--- src/rtl/vslc_btn_pkg.sv ---
// Purpose: shared state encoding and default constants for the button-input block.
// Latency: n/a (declarations only).
// Backpressure: n/a (declarations only).
package vslc_btn_pkg;

   // Per-channel debounce FSM. The *_WAIT states hold the previously accepted level
   // while a candidate level change is being qualified.
   typedef enum logic [1:0] {
      ST_REL        = 2'd0,  // stable released
      ST_PRESS_WAIT = 2'd1,  // released, qualifying a press
      ST_PRS        = 2'd2,  // stable pressed
      ST_REL_WAIT   = 2'd3   // pressed, qualifying a release
   } btn_state_e;

   localparam int         DEF_N_BTN           = 4;
   localparam int         DEF_DEBOUNCE_CYCLES = 65536;
   localparam logic [3:0] DEF_INVERT_MASK     = 4'b0001;  // bit 0 is the active-low BTN_N pin

   // The accepted level stays pressed until a release has been fully qualified.
   function automatic logic state_is_pressed(btn_state_e s);
      return (s == ST_PRS) || (s == ST_REL_WAIT);
   endfunction

endpackage

--- src/rtl/tt_um_jimktrains_vslc_btn_in_if.sv ---
// Purpose: bundle of raw button pins and debounced level/edge outputs.
// Latency: n/a (wiring only).
// Backpressure: none; outputs are levels and single-cycle pulses with no ready.
// Ports: btn_raw (pins into the block), btn_level/btn_rise/btn_fall/any_change (results out).
interface tt_um_jimktrains_vslc_btn_in_if #(
   parameter int N_BTN = 4
);
   logic [N_BTN-1:0] btn_raw;
   logic [N_BTN-1:0] btn_level;
   logic [N_BTN-1:0] btn_rise;
   logic [N_BTN-1:0] btn_fall;
   logic             any_change;

   // master: the pin/consumer side; slave: the debouncer.
   modport master (output btn_raw, input btn_level, input btn_rise, input btn_fall, input any_change);
   modport slave  (input btn_raw, output btn_level, output btn_rise, output btn_fall, output any_change);
endinterface

--- src/rtl/vslc_btn_debounce_ch.sv ---
// Purpose: one button channel: 2-flop synchronizer, 4-state debounce FSM, saturating counter.
// Latency: 2 + DEBOUNCE_CYCLES clocks from a stable raw edge to the level change.
// Backpressure: none; rise/fall are single-cycle pulses that cannot be stalled.
// Ports: clk, rst_n (async active-low), sample_raw (polarity-corrected pin),
//        level (1 = pressed), rise/fall (one-cycle pulses aligned with the level change).
module vslc_btn_debounce_ch
   import vslc_btn_pkg::*;
#(
   parameter int DEBOUNCE_CYCLES = DEF_DEBOUNCE_CYCLES
) (
   input  logic clk,
   input  logic rst_n,
   input  logic sample_raw,
   output logic level,
   output logic rise,
   output logic fall
);

   localparam int               CNT_W    = $clog2(DEBOUNCE_CYCLES);
   localparam logic [CNT_W-1:0] CNT_LAST = CNT_W'(DEBOUNCE_CYCLES - 1);

   logic             sync1_q, sync1_d;
   logic             sync2_q, sync2_d;
   btn_state_e       state_q, state_d;
   logic [CNT_W-1:0] cnt_q, cnt_d;
   logic [CNT_W-1:0] cnt_inc;
   logic             rise_q, rise_d;
   logic             fall_q, fall_d;

   always_comb begin
      sync1_d = sample_raw;
      sync2_d = sync1_q;
      state_d = state_q;
      cnt_d   = cnt_q;
      rise_d  = 1'b0;
      fall_d  = 1'b0;

      // Saturate rather than wrap so a stuck count can never alias back to zero.
      cnt_inc = (cnt_q == CNT_LAST) ? cnt_q : cnt_q + CNT_W'(1);

      // The counter restarts from zero on every state change.
      unique case (state_q)
         ST_REL: begin
            if (sync2_q) begin
               state_d = ST_PRESS_WAIT;
               cnt_d   = '0;
            end
         end
         ST_PRESS_WAIT: begin
            if (!sync2_q) begin
               state_d = ST_REL;          // glitch: drop the candidate press silently
               cnt_d   = '0;
            end else if (cnt_q == CNT_LAST) begin
               state_d = ST_PRS;
               cnt_d   = '0;
               rise_d  = 1'b1;
            end else begin
               cnt_d   = cnt_inc;
            end
         end
         ST_PRS: begin
            if (!sync2_q) begin
               state_d = ST_REL_WAIT;
               cnt_d   = '0;
            end
         end
         ST_REL_WAIT: begin
            if (sync2_q) begin
               state_d = ST_PRS;          // glitch: drop the candidate release silently
               cnt_d   = '0;
            end else if (cnt_q == CNT_LAST) begin
               state_d = ST_REL;
               cnt_d   = '0;
               fall_d  = 1'b1;
            end else begin
               cnt_d   = cnt_inc;
            end
         end
         default: begin
            state_d = ST_REL;
            cnt_d   = '0;
         end
      endcase
   end

   // Synchronizer resets to the released value so an idle pin never looks pressed.
   always_ff @(posedge clk or negedge rst_n) begin
      if (!rst_n) begin
         sync1_q <= 1'b0;
         sync2_q <= 1'b0;
         state_q <= ST_REL;
         cnt_q   <= '0;
         rise_q  <= 1'b0;
         fall_q  <= 1'b0;
      end else begin
         sync1_q <= sync1_d;
         sync2_q <= sync2_d;
         state_q <= state_d;
         cnt_q   <= cnt_d;
         rise_q  <= rise_d;
         fall_q  <= fall_d;
      end
   end

   // rise_q/fall_q load on the same edge that moves state into/out of the pressed
   // pair, so each pulse coincides with the level change.
   assign level = state_is_pressed(state_q);
   assign rise  = rise_q;
   assign fall  = fall_q;

endmodule

--- src/rtl/tt_um_jimktrains_vslc_btn_in.sv ---
// Purpose: N_BTN-channel button debouncer with per-channel pin polarity and edge pulses.
// Latency: 2 + DEBOUNCE_CYCLES clocks from a stable raw edge to btn_level/btn_rise/btn_fall.
// Backpressure: none; pulses are single-cycle and any_change is their combined OR.
// Ports: clk, rst_n (async active-low), btn_if (slave: btn_raw in; btn_level,
//        btn_rise, btn_fall, any_change out).
module tt_um_jimktrains_vslc_btn_in
   import vslc_btn_pkg::*;
#(
   parameter int               N_BTN           = DEF_N_BTN,
   parameter int               DEBOUNCE_CYCLES = DEF_DEBOUNCE_CYCLES,
   parameter logic [N_BTN-1:0] INVERT_MASK     = DEF_INVERT_MASK
) (
   input  logic                           clk,
   input  logic                           rst_n,
   tt_um_jimktrains_vslc_btn_in_if.slave  btn_if
);

   logic [N_BTN-1:0] raw_pol;
   logic [N_BTN-1:0] level;
   logic [N_BTN-1:0] rise;
   logic [N_BTN-1:0] fall;

   // After this XOR every channel reads 1 = pressed regardless of pin polarity.
   assign raw_pol = btn_if.btn_raw ^ INVERT_MASK;

   for (genvar i = 0; i < N_BTN; i++) begin : g_ch
      vslc_btn_debounce_ch #(
         .DEBOUNCE_CYCLES (DEBOUNCE_CYCLES)
      ) u_ch (
         .clk        (clk),
         .rst_n      (rst_n),
         .sample_raw (raw_pol[i]),
         .level      (level[i]),
         .rise       (rise[i]),
         .fall       (fall[i])
      );
   end

   assign btn_if.btn_level  = level;
   assign btn_if.btn_rise   = rise;
   assign btn_if.btn_fall   = fall;
   assign btn_if.any_change = |(rise | fall);

endmodule

--- src/flat_wrapper.sv ---
// flat-port wrapper written by rule: the top's interface ports become plain ports
module tt_um_jimktrains_vslc_btn_in_flat import vslc_btn_pkg::*;
#(
   parameter int               N_BTN           = DEF_N_BTN,
   parameter int               DEBOUNCE_CYCLES = DEF_DEBOUNCE_CYCLES,
   parameter logic [N_BTN-1:0] INVERT_MASK     = DEF_INVERT_MASK
)
  (clk, rst_n, btn_if_btn_raw, btn_if_btn_level, btn_if_btn_rise, btn_if_btn_fall, btn_if_any_change);
  tt_um_jimktrains_vslc_btn_in_if #(.N_BTN(N_BTN)) btn_if_i ();
  input  logic clk;
  input  logic rst_n;
  input wire logic [$bits(btn_if_i.btn_raw)-1:0] btn_if_btn_raw;
  output wire logic [$bits(btn_if_i.btn_level)-1:0] btn_if_btn_level;
  output wire logic [$bits(btn_if_i.btn_rise)-1:0] btn_if_btn_rise;
  output wire logic [$bits(btn_if_i.btn_fall)-1:0] btn_if_btn_fall;
  output wire logic [$bits(btn_if_i.any_change)-1:0] btn_if_any_change;
  assign btn_if_i.btn_raw = btn_if_btn_raw;
  assign btn_if_btn_level = btn_if_i.btn_level;
  assign btn_if_btn_rise = btn_if_i.btn_rise;
  assign btn_if_btn_fall = btn_if_i.btn_fall;
  assign btn_if_any_change = btn_if_i.any_change;
  tt_um_jimktrains_vslc_btn_in #(.N_BTN(N_BTN), .DEBOUNCE_CYCLES(DEBOUNCE_CYCLES), .INVERT_MASK(INVERT_MASK)) u_core (.clk(clk), .rst_n(rst_n), .btn_if(btn_if_i));
endmodule
--- config.mk ---
export PLATFORM = sky130hd
export DESIGN_NAME = tt_um_jimktrains_vslc_btn_in_flat
export DESIGN_NICKNAME = d
export VERILOG_FILES = /design/src/rtl/vslc_btn_pkg.sv /design/src/rtl/tt_um_jimktrains_vslc_btn_in_if.sv /design/src/rtl/vslc_btn_debounce_ch.sv /design/src/rtl/tt_um_jimktrains_vslc_btn_in.sv /design/src/flat_wrapper.sv
export SDC_FILE = /design/constraint.sdc
export NUM_CORES = 1
export LEC_CHECK = 0
export BUFFER_PORTS_ARGS = -buffer_cell sky130_fd_sc_hd__clkbuf_2
export CELL_PAD_IN_SITES_DETAIL_PLACEMENT = 1
export CELL_PAD_IN_SITES_GLOBAL_PLACEMENT = 1
export CORE_MARGIN = 2
export CORE_UTILIZATION = 45
export CTS_BUF_LIST = sky130_fd_sc_hd__clkbuf_8
export CTS_CLUSTER_DIAMETER = 150
export CTS_CLUSTER_SIZE = 8
export DETAILED_ROUTE_END_ITERATION = 10
export GPL_TIMING_DRIVEN = 1
export PLACE_DENSITY = 0.84
export SLEW_MARGIN = 20
export SYNTH_ARGS = -nofsm -noshare
export SYNTH_HDL_FRONTEND = slang
export SYNTH_HIERARCHICAL = 1
export SYNTH_SLANG_ARGS = --single-unit
--- constraint.sdc ---
create_clock -name clk -period 3 [get_ports clk]
set_input_delay 0.6 -clock clk [delete_from_list [all_inputs] [get_ports clk]]
set_output_delay 0.6 -clock clk [all_outputs]
set_load 0.02 [all_outputs]
# Yosys cells after proc, flatten, opt, wreduce, memory -nomap -nowiden
# Cells that the tools add are included.
# totals
ff_bits	88
output_inout_bits	13
word_cells	151
# classes
addsub	4
eq_ne	32
mux	72
n_bitwise	2
reduce_logical	17
# ops
cell	count
$mux W16	20
$pmux W16 S4	4
$add A16 B1 Y16 const B	4
$eq A16 B16 Y1 const B	4
$mux W2	24
$pmux W2 S4	4
$ne A3 B3 Y1 const B	8
$mux W1	20
$eq A2 B2 Y1 const B	8
$ne A2 B2 Y1 const B	8
$reduce_and A4 Y1	4
$eq A2 B1 Y1 const B	4
$logic_not A2 Y1	4
$reduce_and A2 Y1	4
$logic_or A1 B1 Y1	4
$or A4 B4 Y4	1
$reduce_or A4 Y1	1
$not A1 Y1	1

# Longest topological paths before layout
# logic_depth
ltp_word	4
depth_mapped	7

# Hierarchy
# Netlist, hierarchy kept.
# modules_own_cells
mod	instances	cells_per_inst	area_per_inst_um2	seq_area_each_um2
vslc_btn_debounce_ch at u_core.g_ch[0].u_ch ...	3	114	1131.1	550.5
vslc_btn_debounce_ch at u_core.g_ch[3].u_ch	1	111	1101.1	550.5
tt_um_jimktrains_vslc_btn_in	1	4	20.0	0.0

# Least setup slack after synthesis
# No wires, ideal clock.
# synth_path
path_kind	flip-flop to flip-flop
startpoint	register u_core.g_ch[3].u_ch.cnt_q[0]
endpoint	register with a tool-made name
t_arrival_ns	1.578
t_required_ns	2.872
path_slack_ns	1.294
stages_incl_launch_ff	7
cell_sequence	dfrtp_1 -> ha_1 -> nand3_2 -> nor3_4 -> a31o_4 -> nand2_1 -> mux2_1
# synth_lines
item	line_no	text
start: declaration	vslc_btn_debounce_ch.sv:25	logic [CNT_W-1:0] cnt_q, cnt_d;
start signal: assignment	vslc_btn_debounce_ch.sv:99	cnt_q <= cnt_d;

==> results by group <==
CTS
  – Clock-pin slew on the worst setup and hold paths: 90 ps
  – Root Buffer: clkbuf_8
  – CTS Buf Count: 9
  – Latest clock arrival within the worst-skew pair: 350 ps
  – Number of gates resized after cts: 0
  – Clock sink count: 88
  – CTS tree: done
  – Post-CTS setup buffer count: 0
  – CTS H-tree lvls: 3
  – Clock buffer depth: 2
  – Hold Buf Count CTS: 0

Critical path
  – Critical Setup Path Class: reg -> reg
  – CP endpoint kind: flip-flop
  – R2R depth: 5
  – Worst path required time: 3230 ps
  – Max FO, Critical Path: 14
  – Worst Path Arrival: 2520 ps
  – Worst setup SP type: flip-flop

Drt
  – Vias/cell: 6.19
  – Detail Route Antenna Nets: 0
  – Initial DRC count: 139
  – Routed wire length: 11.3 mm
  – Drt drc: 0
  – Per-cell routed wire length: 18.7 um
  – Router iterations before antenna repair: 4
  – Routed via count: 3,754

Pwr
  – Maximum vdd ir drop: 0.400 mV
  – Power Density: 701 nW/um^2
  – LEAKAGE: 0.00206 uW

Finish
  – P&R area growth vs syn: 8.23%
  – N_diodes: 0
  – Ratio of cells with drive above 1 in the final layout: 12.7%
  – Fillers: 1,138
  – Highest-count cells in the layout ignoring fill and taps: dfrtp_1 (88), nand2_1 (41), a31oi_1 (36), nor2_1 (28)
  – Commonest non-fill, non-tap cell in the layout: dfrtp_1
  – Layout net count: 479

Hold path
  – Worst hold path type: in -> async

Floorplanning
  – Die width: 104 um
  – Full die area: 10,800 um^2
  – Initial Util: 46.2%
  – I/O pins: 19
  – Std-Cell Rows: 36
  – Core box area: 9770 um^2
  – Height of the die: 104 um

Logic synthesis
  – Post-synthesis instance area: 4510 um^2
  – Register bit total from synthesis: 88
  – Register area share after synthesis: 48.8%
  – Yosys cell types: 47
  – Synthesized area per cell: 9.88 um^2
  – Largest cells by area after synthesis: dfrtp_1 (49%), a31oi_1 (5.0%), a22o_1 (3.5%), nand4_1 (3.5%), nand2_1 (3.4%)
  – Syn. warnings: 6
  – Yosys top cell area share: 48.8%
  – Area leader, netlist: dfrtp_1
  – Post-synthesis cell count: 457
  – Syn nets: 467

STA
  – Max Slew Vio Count: 0
  – Final setup fails: 0
  – Final hold viol count: 0
  – Least-Margin Pin Slew: 852 ps
  – FMAX: 0.436 GHz
  – Final setup margin: 706 ps
  – Share of the clock period used by the worst path: 76.5%
  – Setup tns final: 0 ps
  – Final worst path period need: 2290 ps
  – RSZ-0062 raised after global routing: false
  – Slew HR: 43.0%
  – Worst Clk Skew: 9.58 ps

GRT
  – Total GRT Usage: 22.0%
  – Vias in the first global route: 3,904
  – Total gr overflow: 0
  – First-pass GRT wire length: 19.5 mm
  – Largest net degree at the start of global routing: 49
  – Initial antenna violation count: 0

Placed design
  – DP HPWL: 7.78 mm
  – Final GP Congestion: 0.861
  – IO Port Bufs: 18
  – Pre-CTS WS: 750 ps

Status
  – Status: completed

Run
  – Max_cap viols: 0
[where the power goes]
group | internal (uW) | switching (uW)
clock | 362 | 399
combinational | 374 | 771
sequential | 1320 | 199
total | 2050 | 1370
[worst paths after layout]
check                                                   from                            to  slack (ps)
worst max-delay path            u_core/g_ch[0].u_ch/cnt_q[0]                     flip-flop         710
worst min-delay path                                   rst_n  u_core/g_ch[3].u_ch/cnt_q[5]         280
worst max register to register  u_core/g_ch[0].u_ch/cnt_q[0]                     flip-flop         710
worst min register to register   u_core/g_ch[0].u_ch/sync1_q   u_core/g_ch[0].u_ch/sync2_q         350
max in group asynchronous                              rst_n   u_core/g_ch[0].u_ch/sync1_q        2080
min in group clk                 u_core/g_ch[0].u_ch/sync1_q   u_core/g_ch[0].u_ch/sync2_q         350
[per-stage QoR]
| step | util [%] | hold WS (ps) | cell area, um^2 | cells | power (uW) |
|---|---|---|---|---|---|
| 2_1_floorplan | - | 304 | 4510 | 457 | 2350 |
| 3_3_place_gp | 48.1 | 332 | 4700 | 591 | 2590 |
| 3_5_place_dp | 48.1 | 336 | 4700 | 591 | 2670 |
| 4_1_cts | 50.0 | 282 | 4890 | 606 | 3460 |
| 5_1_grt | 50.0 | 318 | 4890 | 606 | 3670 |
| 6_report | 50.0 | 278 | 4890 | 606 | 3420 |
[state kept, by name, indices dropped and copies added, names as in the netlist, named ones only]
signal	cells
u_core/g_ch.u_ch/sync1_q	4
u_core/g_ch.u_ch/sync2_q	4
u_core/g_ch.u_ch/cnt_q	64
u_core/g_ch.u_ch/state_q	4
u_core/g_ch.u_ch/rise	4
u_core/g_ch.u_ch/fall	4
[layout make-up]
cell class / instances / area, um^2 / share of cell area (%)
clock inverter: 3 / 17.5 / 0.359
inverter: 9 / 33.8 / 0.691
sequential: 88 / 2200 / 45.1
tap: 133 / 166 / 3.41
multi-input combinational: 342 / 2190 / 44.8
timing repair buffer: 19 / 113 / 2.30
clock buffer: 12 / 165 / 3.38
[worst max-delay path: stages, from the launching register on]
cell,delay (ps)
dfrtp_1,450
ha_1,240
and3_2,250
nand4_1,490
a21boi_1,390
mux2_1,350
[logic make-up after synthesis]
kind of cell | count (synthesis) | share of synthesized area (%)
AOI/OAI and AO/OA | 119 | 17.5
buffers and inverters | 27 | 2.74
xor gates and xnor gates | 14 | 2.88
DFF | 88 | 48.8
and+or+nand+nor | 201 | 26.0
muxes | 4 | 0.998
adders and majority gates | 4 | 1.11
[synthesized netlist by cell type (all sizes together)]
master,n
o21ba,1
a31oi,37
ha,4
a22o,18
nor3,14
nand3,26
nand4,29
dfrtp,88
and3,8
buf,7
nand2,42
a41oi,1
a31o,7
clkbuf,11
inv,9
a21boi,3
nor4,5
nand3b,12
or3,6
a21oi,8
xor2,11
and4,12
nor3b,8
xnor2,3
nor2,28
a21o,4
and2b,1
mux2,4
o22ai,3
and2,3
or2,4
o21ai,37
or4,3
[metal layers]
metal	vias up	track usage [%]	share of wire [%]	wire length, um
li1	1759	-	-	-
met1	1910	28.9	45	5120
met2	77	37.8	51	5750
met3	8	4.14	3.3	369
met4	0	5.31	0.61	69
met5	-	0	0	0
No activity file was read; power rests on OpenSTA's default activity.
